`src/rtl/mem_arb_pkg.sv`:
```
// Shared types for the main-memory port arbiter.
// States, default line size and index-width helper.
package mem_arb_pkg;

   typedef enum logic [1:0] {
      IDLE  = 2'd0,
      D_ACC = 2'd1,
      I_ACC = 2'd2,
      RESP  = 2'd3
   } arb_state_t;

   localparam int LINE_WORDS_DEF = 4;
   localparam int LINE_IDX_W = $clog2(LINE_WORDS_DEF);

   function automatic int line_idx_w(input int n);
      return $clog2(n);
   endfunction

endpackage

```
`src/rtl/mem_port_arbiter.sv`:
```
// Single-port memory arbiter: D-side word access
// and I-side line refill, D-side has priority.
module mem_port_arbiter
   import mem_arb_pkg::*;
#(
   parameter int ADDR_W     = 16,
   parameter int DATA_W     = 16,
   parameter int LINE_WORDS = LINE_WORDS_DEF
) (
   input  logic                                 clk,
   input  logic                                 rst_n,
   input  logic                                 i_req,
   input  logic [ADDR_W-1:0]                    i_addr,
   output logic [DATA_W-1:0]                    i_rdata,
   output logic                                 i_rvalid,
   output logic [line_idx_w(LINE_WORDS)-1:0]    i_word_idx,
   output logic                                 i_done,
   input  logic                                 d_req,
   input  logic                                 d_we,
   input  logic [ADDR_W-1:0]                    d_addr,
   input  logic [DATA_W-1:0]                    d_wdata,
   output logic [DATA_W-1:0]                    d_rdata,
   output logic                                 d_done,
   output logic                                 mem_req,
   output logic                                 mem_we,
   output logic [ADDR_W-1:0]                    mem_addr,
   output logic [DATA_W-1:0]                    mem_wdata,
   input  logic [DATA_W-1:0]                    mem_rdata,
   input  logic                                 mem_ready,
   output logic                                 busy
);

   localparam int IDX_W = line_idx_w(LINE_WORDS);
   localparam logic [ADDR_W-1:0] LINE_MASK =
      ADDR_W'(2 * LINE_WORDS - 1);
   localparam logic [IDX_W-1:0] LAST_IDX =
      IDX_W'(LINE_WORDS - 1);

   arb_state_t        state;
   arb_state_t        state_nxt;
   logic [IDX_W-1:0]  cnt;
   logic [ADDR_W-1:0] line_base;
   logic              d_hit;
   logic              i_hit;
   logic              i_last;

   // d_addr bit 0 is a byte offset inside a word
   logic unused_d_lsb;
   assign unused_d_lsb = d_addr[0];

   assign line_base = i_addr & ~LINE_MASK;
   assign d_hit     = (state == D_ACC) && mem_ready;
   assign i_hit     = (state == I_ACC) && mem_ready;
   assign i_last    = i_hit && (cnt == LAST_IDX);
   assign busy      = (state != IDLE);

   // state register; reset aborts any access in flight
   always_ff @(posedge clk or negedge rst_n) begin
      if (!rst_n) state <= IDLE;
      else        state <= state_nxt;
   end

   // next state and the combinational memory-side drive
   always_comb begin
      state_nxt = state;
      mem_req   = 1'b0;
      mem_we    = 1'b0;
      mem_addr  = '0;
      mem_wdata = '0;
      unique case (state)
         IDLE: begin
            if (d_req)      state_nxt = D_ACC;
            else if (i_req) state_nxt = I_ACC;
         end
         D_ACC: begin
            mem_req   = 1'b1;
            mem_we    = d_we;
            mem_addr  = {d_addr[ADDR_W-1:1], 1'b0};
            mem_wdata = d_wdata;
            if (mem_ready) state_nxt = RESP;
         end
         I_ACC: begin
            mem_req  = 1'b1;
            mem_addr = line_base + ADDR_W'({cnt, 1'b0});
            if (i_last) state_nxt = RESP;
         end
         RESP: state_nxt = IDLE;
         default: state_nxt = IDLE;
      endcase
   end

   // refill word counter, wraps to 0 after the last word
   always_ff @(posedge clk or negedge rst_n) begin
      if (!rst_n) begin
         cnt <= '0;
      end else if (i_hit) begin
         if (i_last) cnt <= '0;
         else        cnt <= cnt + IDX_W'(1);
      end
   end

   // registered responses toward the caches
   always_ff @(posedge clk or negedge rst_n) begin
      if (!rst_n) begin
         i_rvalid   <= 1'b0;
         i_done     <= 1'b0;
         d_done     <= 1'b0;
         i_rdata    <= '0;
         i_word_idx <= '0;
         d_rdata    <= '0;
      end else begin
         i_rvalid <= i_hit;
         i_done   <= i_last;
         d_done   <= d_hit;
         if (i_hit) begin
            i_rdata    <= mem_rdata;
            i_word_idx <= cnt;
         end
         if (d_hit && !d_we) d_rdata <= mem_rdata;
      end
   end

endmodule

```
`config.mk`:
```
export PLATFORM = sky130hd
export DESIGN_NAME = mem_port_arbiter
export DESIGN_NICKNAME = d
export VERILOG_FILES = /design/src/rtl/mem_arb_pkg.sv /design/src/rtl/mem_port_arbiter.sv
export SDC_FILE = /design/constraint.sdc
export NUM_CORES = 1
export LEC_CHECK = 0
export CAP_MARGIN = 10
export CELL_PAD_IN_SITES_DETAIL_PLACEMENT = 0
export CELL_PAD_IN_SITES_GLOBAL_PLACEMENT = 1
export CORE_MARGIN = 2
export CORE_UTILIZATION = 25
export CTS_CLUSTER_DIAMETER = 80
export DETAILED_ROUTE_END_ITERATION = 10
export PLACE_DENSITY = 0.88
export SLEW_MARGIN = 20
export SYNTH_ARGS = -nofsm -noshare
export SYNTH_HDL_FRONTEND = slang
export SYNTH_SLANG_ARGS = --single-unit
```
`constraint.sdc`:
```
create_clock -name clk -period 1.72 [get_ports clk]
set_input_delay 0.258 -clock clk [delete_from_list [all_inputs] [get_ports clk]]
set_output_delay 0.258 -clock clk [all_outputs]
set_load 0.02 [all_outputs]
```
# Word-level counts from Yosys, hierarchy flattened
# Index checks and enable logic that the tools add are counted.
[totals]
register_bits = 41
inputBits = 70
out_inout_bits = 72
word_cells = 36
[classes]
add_sub_neg = 2
eq_ne = 7
mux = 10
reduce_logical = 9
[ops]
columns = ["cell", "n"]
rows = [
  ["16-bit case mux with 2 select lines", 1],
  ["16-bit by 3-bit adder with 16-bit output", 1],
  ["16-bit two-way mux", 1],
  ["2-bit two-way mux", 5],
  ["2-bit case mux with 4 select lines", 1],
  ["2-bit == test, second input constant", 3],
  ["1-bit logical AND", 4],
  ["2-bit inequality test, second input constant", 2],
  ["3-bit inequality test, second input constant", 1],
  ["3-bit AND reduction", 1],
  ["2-bit by 1-bit adder with 2-bit output, second input constant", 1],
  ["2-bit by 1-bit == test with 1-bit output, second input constant", 1],
  ["2-bit logical NOT", 1],
  ["1-bit two-way mux", 2],
  ["2-bit nonzero test", 1],
  ["2-bit OR reduction", 1],
  ["1-bit logical NOT", 1],
]

# Longest topological paths before layout
# Gate-level depths: netlist of run 1.
[logic_depth]
word_depth = 5
ltp_mapped = 7
mapped_depth_nobuf = 5

# Worst setup path before layout of run 1
# OpenSTA, ideal clock, no wires.
[synth_timing]
path_kind = "register to output"
start = "register state[0]"
end = "output mem_addr[11]"
arrival_ns = 1.472
t_required_ns = 1.462
slack_ns = -0.010
path_stages_with_launch = 7
n_path_buf = 2
path_cell_list = "dfrtp_1 > inv_1 > ha_1 > buf_2 > buf_1 > a22oi_1 > nor2b_1"
[synth_via]
elab_chain_len = 2
elab_cells_between_ends = 3
classes_between = "2 x eq/ne; 1 x mux"
[synth_lines]
columns = ["element", "line_no", "source"]
rows = [
  ["start, declared", "mem_port_arbiter.sv:39", "arb_state_t state;"],
  ["start signal, assigned", "mem_port_arbiter.sv:60", "else state <= state_nxt;"],
  ["2-bit == test or 2-bit by 1-bit == test with 1-bit output (tied branches)", "mem_port_arbiter.sv:70", "unique case (state)"],
  ["16-bit case mux with 2 select lines *", "mem_port_arbiter.sv:70", ""],
  ["end, declared", "mem_port_arbiter.sv:26", "output logic [ADDR_W-1:0] mem_addr,"],
]
# Every way passes the cells marked *; elsewhere a longest branch is shown, timed or not.

# Worst setup path in the final report of run 1
[layout_timing]
start = "register state[1]"
end = "output mem_addr[14]"
# The elaborated chain is that of the path after synthesis.

==> run summary, run 1 <==
At the end of the flow, the number of nets in the layout was 389. TritonCTS built the clock tree. The count of nets left with antenna violations once routing finished came out at 0. For this run, the top clock speed supported by timing is 0.566 GHz.

The finished layout holds 418 standard cells, fillers aside. The area growth from synthesis to layout was 99.4%; the via count of the routed design was 1,871. The count of port buffers added during placement was 136; the share of Yosys cell area claimed by the top area cell type was 50.6%.

The kind of critical path is reg -> out. The tightest hold path in the finished design has a slack of 466 ps. The library cell used as clock root buffer was clkbuf_8. The tools report the die area as 0.00885 mm². The tool flagged a number of max-cap violations equal to 0. The initial antenna violation count is 0. The routability congestion estimate from global placement was 0.749. The floorplan has 32 rows.

The classification of the worst-slack hold path was in -> async. Fraction of the mapped netlist area in compound gates: 7.77%. After clock tree synthesis, the clock-pin slew on the worst setup and hold paths is 80 ps. Of the total synthesized cell area, the portion taken by AND, OR, NAND and NOR gates is 13.1%. The largest fanout of any net on the critical path came out at 8. The fraction of layout instances using a drive strength above 1 is 45.6%, and the number of clock sinks is 41. In this run the power density over the cells is 1870 mW/mm². When the netlist entered floorplanning its net count stood at 237. The die height was 94.1 µm.

The worst setup slack after placement was -236 ps; the fraction of synthesized area in multiplexers was 21.8%. The first-pass GRT wire length is 9470 µm. Data on the critical path arrives at its endpoint at 1510 ps. The time the worst path needs with I/O delays and setup was 1770 ps; the count of state elements after synthesis was 41. For the total count of hold-check failures in the final report, the log shows 0. The placed standard-cell area was 0.00363 mm²; the detailed-route DRC error count was 0. Type of origin of the critical path: a flip-flop. In the layout the commonest cells are 101 x clkdlybuf4s50_1, 41 x dfrtp_1, 32 x buf_6. The depth of the most critical reg-to-reg path is 7, and the aggregate routed wire length is 6340 µm.

For the count of boundary I/O pins, the log shows 142. The die is 94.1 µm wide. In this run, synthesis inferred 0 flip-flops with an integrated enable. During synthesis, Yosys emitted a total of 0 warnings. The sequential cell area fraction in the yosys report is 50.6%, and the number of global-route vias before repair is 1,962.

The number of DRC markers after the initial detailed-route iteration was 54; the area inside the core boundary was 0.00781 mm². Global routing used 13.8% of the available tracks. The library cell used most frequently in the layout, excluding fill and tap cells, is clkdlybuf4s50_1. After technology mapping, the gate count stands at 163. The checks that failed: negative setup slack. By area, the combinational part of the netlist is dominated by multiplexers. The total overflow left after global routing is 0.

The pre-antenna-repair detailed-routing pass consisted of 4 iterations. After Yosys synthesis, XOR and XNOR cells account for 0% of the synthesized area. The cell total after placement came out at 404. The wire length per cell works out to 15.2 µm. The clock passes through at most 2 buffers. By area the synthesized netlist is led by dfrtp_1 51%, mux2_2 14%, mux2_4 7.4%, a22oi_1 5.9%, and2_1 5.6%. The nature of the critical path endpoint is a primary output. Counting the buffers created by CTS gives 5. The ratio of routed vias to standard cells was 4.48. The flow ran to the end, but the final reports show violations.

The leakage dissipation came out at 1.75 nW. The logs give 4460 µm for the HPWL reported at the end of detailed placement and 0 for the count of pins over their slew limit. The most instantiated flip-flop cell in the synthesis netlist was dfrtp_1. The number of different library cells in the post-synthesis netlist is 28, and the maximum ir drop on the vdd rail is 1.09 mV.

Dividing the final minimum period by the clock period gives 103%. Library cell occupying the most area in the post-synthesis netlist: dfrtp_1. Setup repair after global routing could not meet its margin everywhere. The number of antenna diodes in the final layout is 0.

The synthesized-area fraction occupied by adder cells was 2.47%; the total standard cell area after synthesis was 0.00203 mm². Clock latency on the worst-skew pair, taken at its later pin, is 290 ps. Setup violations remaining at the end of the flow were counted as 24. The minimum setup slack in the final design came out at -47.6 ps. With fillers left out, the area of the finished cells amounts to 0.00404 mm². After filler insertion, the fill cell instance count of the layout stands at 672. The run gives 24 as the pin count of the biggest net entering global routing. The tools report the worst clock skew as 4.37 ps. For this configuration, the core starts out at a cell density of 26.0%. Dividing the synthesized area by the synthesized cell count gives 12.4 µm². CTS built an H-tree with a depth of 2. Adding up every negative setup slack in the final design gives -643 ps. In the synthesized netlist the async set-or-reset flop fraction comes to 100%. Required time reported for the critical path endpoint: 1460 ps.
-- critical path, stage by stage, from the launching register on --
cell and delay [ps]:
dfrtp_1 420, buf_6 140, ha_4 160, buf_8 140, a22oi_2 170, nor2b_2 60
buf_6 130
-- final timing paths --
path	startpoint	slack [ps]	to
max	state[1]	-50	mem_addr[14]
min	rst_n	470	i_rdata[8]
max reg2reg	state[1]	-20	state[1]
min reg2reg	d_rdata[4]	510	d_rdata[4]
max in group asynchronous	rst_n	600	d_rdata[0]
min in group clk	d_rdata[4]	510	d_rdata[4]
-- power breakdown --
part | switching [mW] | total [mW] | internal [mW]
combinational | 2.35 | 5.26 | 2.91
sequential | 0.279 | 1.72 | 1.44
clock | 0.319 | 0.601 | 0.281
total | 2.95 | 7.58 | 4.63
-- sequential cells by signal, indices dropped and copies added, names as in the netlist --
name	cells
state	2
i_rdata	16
d_rdata	16
d_done	1
i_done	1
i_word_idx	2
cnt	2
i_rvalid	1
-- through the flow --
stage	power, mW	util (%)
3_3_place_gp	6.29	46.4
6_report	7.58	51.8
4_1_cts	7.25	48.6
5_1_grt	8.05	51.8
2_1_floorplan	4.11	-
3_5_place_dp	6.35	46.4
-- synthesized netlist by cell type, types with 2 or more instances --
| cell type | instances |
|---|---|
| buf_2 | 3 |
| mux2_2 | 25 |
| buf_6 | 2 |
| a22oi_1 | 16 |
| and2_1 | 18 |
| clkbuf_1 | 4 |
| nor2b_1 | 17 |
| mux2_4 | 10 |
| dfrtp_1 | 41 |
| ha_1 | 4 |
| nor3_1 | 2 |
| inv_1 | 5 |
-- cell families (layout without fill, tap and decap cells) --
kind of cell             after synthesis  count (layout)
adder cells (fa/ha/maj)                4               4
other                                  1               1
flip-flops                            41              41
AND/OR/NAND/NOR                       44              44
AO/OA/AOI/OAI                         21              21
multiplexers                          36              36
buffers and inverters                 16             169
-- area by class of cell --
| cell class | count | area (µm²) | area share [%] |
|---|---|---|---|
| multi-input cells | 106 | 1140 | 28.2 |
| flip-flops and latches | 41 | 1030 | 25.4 |
| repair buffers | 156 | 1650 | 40.8 |
| inverters | 5 | 18.8 | 0.464 |
| well taps | 102 | 128 | 3.16 |
| clock inverters | 2 | 10.0 | 0.248 |
| clock buffers | 6 | 72.6 | 1.79 |
-- per-layer routing --
layer,global-route usage [%],share of wire [%],up-vias
li1,-,-,866
met1,15.3,40,892
met2,24.7,49,111
met3,5.86,11,2
met4,2.90,0.39,0
met5,0,0,-
-- repair_timing --
item	in CTS	in global routing
pin swaps	5	9
hold buffers	1	0
gates resized for setup	185	66
endpoints found under the hold margin	18	0
setup endpoints to repair	52	64
buffers inserted	3	0
gates cloned	1	2
(Power assumes the default switching activity.)
==> inputs of run 2 (changes only) <==
- ABC_CLOCK_PERIOD_IN_PS: not set -> 1720
==> results of run 2 <==
Same layout as run 1: the final DEF is identical, and so are final timing and power.
==> inputs of run 3 (changes only) <==
- CORE_UTILIZATION: 25 -> 26
- CTS_BUF_LIST: not set -> sky130_fd_sc_hd__clkbuf_4 sky130_fd_sc_hd__clkbuf_8
- PLACE_DENSITY: 0.88 -> 0.91
- REMOVE_ABC_BUFFERS: not set -> 1
==> run summary, run 3 (same netlist as run 1, synthesis figures left out) <==
The minimum setup slack in the final design was -91.4 ps. The H-tree was split into 2 levels. Detailed routing placed a total of 3290 µm of wire on met2. The number of DRC markers after the initial detailed-route iteration was 45; the die height was 92.3 µm. TritonCTS built the clock tree. Once the floorplan was initialized, standard cells occupied 26.5% of the core. The initial antenna violation count is 0. After detailed placement, the total cell area comes to 0.00365 mm². Once layout is complete, the cells apart from fillers number 422. In this run, CTS created clock tree buffers numbering 5.

The total area inside the core boundary comes to 0.00765 mm². At the worst endpoint, the arrival time is 1550 ps. Based on the critical path, the design can be clocked at up to 0.552 GHz.

In this run the static leakage power is 1.74 nW. The tools report the HPWL reported at the end of detailed placement as 4410 µm. Leaving out fill and tap cells, the most frequent cell in the layout is clkdlybuf4s50_1. In this run the top signal layer used is met4.

The longest clock path from root to sink contains 2 buffers. The number of antenna-violating nets in the routed design came out at 0. For this block, the via count after detailed routing is 1,838.

The number of global-route vias before repair is 1,959. The library cell used as clock root buffer is clkbuf_8. Count of port buffers added during placement: 136.

The tools report the number of nets in the finished design as 393. The worst setup path is launched from a flip-flop. For this run, design rule violations remaining after detail routing come to 0. STA classifies the critical path endpoint as a primary output. The first global-routing pass estimated 9210 µm of wire. The ratio of routed vias to standard cells works out to 4.36. The global router's overall resource usage was 13.3%.

After detailed routing, the average wire length per cell comes to 14.3 µm. The worst-skew pair later-pin latency is 280 ps, and the time the worst path needs with I/O delays and setup is 1810 ps. For flop-to-flop paths, the worst setup slack is -10 ps. The logs give 4 for the length of the first detailed-routing pass in iterations and 6050 µm for the aggregate routed wire length. The number of fill cells was 676; the count of inserted antenna diode cells was 0.

Fraction of layout instances using a drive strength above 1: 40.9%. The final critical path takes up 105% of the cycle. The floorplan has 32 rows. The die width was 92.3 µm. In the final layout, the multi-input gates occupy 0.00108 mm². The depth of the most critical reg-to-reg path was 7. The tools report the maximum ir drop on the vdd rail as 0.797 mV. The run gives 2380 µm as the total routed wire length on the met1 layer. The worst clock skew is 5.04 ps, and the number of clock sinks is 41.

The total power of the final layout is 7.47 mW, and the summed area of non-filler cells in the final layout is 0.00392 mm². Setup repair after global routing could not meet its margin everywhere. The area growth from synthesis to layout works out to 93.3%. The critical path in this run is classified as reg -> out. The cell total after placement was 408. In this run the critical register-to-register path is launched from state[0]. The flow ran to the end, but the final reports show violations. Routability-driven placement finished with a final weighted congestion of 0.700.

Clock-pin slew was measured on the worst setup and hold paths at 80 ps. Max-cap violations in this run came to 0. The tools report the worst reg2reg path endpoint as d_rdata[9]. The die area is 0.00852 mm². After global routing the overflow that remains totals 0.

The run gives 51.3% as the final core utilization. The top cell types in the final layout, fill and taps aside, are 101 x clkdlybuf4s50_1, 41 x dfrtp_1, 23 x mux2_2. The final reports fail on negative setup slack.

The run gives 142 as the count of boundary I/O pins. The count of pins over their slew limit is 0, and the required time reported for the critical path endpoint is 1460 ps. In the final layout, the registers with the most flip-flops are d_rdata x16, i_rdata x16.

Of all nets on the critical path, the largest fanout is 10. Across the whole layout, storage elements account for 0.00103 mm². The total count of hold-check failures in the final report was 0; the final setup violation count was 24. Entering global routing, the biggest net connects 24 pins. Classification of the worst-slack hold path: in -> async.

Wire segments on met3 add up to 293 µm in the final route. Dividing total power by cell area gives a power density of 1910 mW/mm².
==> run 3: cell types whose count changed in the layout (fill, tap and decap cells not counted), sizes merged <==
| cell | before | now |
|---|---|---|
| clkinv | 2 | 1 |
| buf | 51 | 56 |
==> run 3: report_power, final <==
group,internal (mW),switching [mW]
Sequential,1.44,0.273
Clock,0.362,0.305
Combinational,2.79,2.30
==> run 3: worst max path at each step <==
stage,start,endpoint,slack [ps],cells past startpoint
detailed placement,state[0],mem_addr[6],-310,6
CTS,state[0],mem_addr[6],-80,5
floorplan,state[1],d_rdata[0],-460,5
global placement,state[1],mem_addr[1],-260,6
finish,state[0],mem_addr[11],-90,6
global route,state[0],mem_addr[2],-140,6
==> run 3: layout make-up <==
| class | count | area share, % |
|---|---|---|
| Sequential cell | 41 | 26.2 |
| Timing Repair Buffer | 160 | 40.0 |
| Inverter | 5 | 0.479 |
| Clock inverter | 1 | 0.128 |
| Tap cell | 102 | 3.26 |
| Multi-Input combinational cell | 106 | 27.5 |
| Clock buffer | 7 | 2.46 |
==> run 3: metrics by stage <==
stage	hold slack (ps)	worst slack, ps	setup TNS, ps
4_1_cts	465	-84.4	-816
3_3_place_gp	226	-261	-8280
2_1_floorplan	-37.6	-462	-11230
5_1_grt	508	-140	-3100
6_report	450	-91.4	-1070
3_5_place_dp	230	-310	-9140
==> run 3: routing by layer <==
| layer | GRT usage, % | vias to the layer above |
|---|---|---|
| met5 | 0 | - |
| met4 | 3.36 | 0 |
| met3 | 2.52 | 7 |
| met2 | 23.6 | 69 |
| met1 | 16.7 | 886 |
| li1 | - | 876 |
==> run 3: repair_timing <==
item	4_1_cts	5_1_grt
gates cloned	1	1
setup endpoints to repair	51	38
resized for setup	157	52
setup buffers	2	2
hold buffers	1	0
hold endpoints to repair	18	0
pin swaps	1	4
==> run 3: worst max-delay path, cell delays in order (launching register included) <==
cell,delay [ps]
dfrtp_1,400
buf_4,150
ha_4,180
buf_12,150
a22oi_2,180
nor2b_4,50
buf_4,150
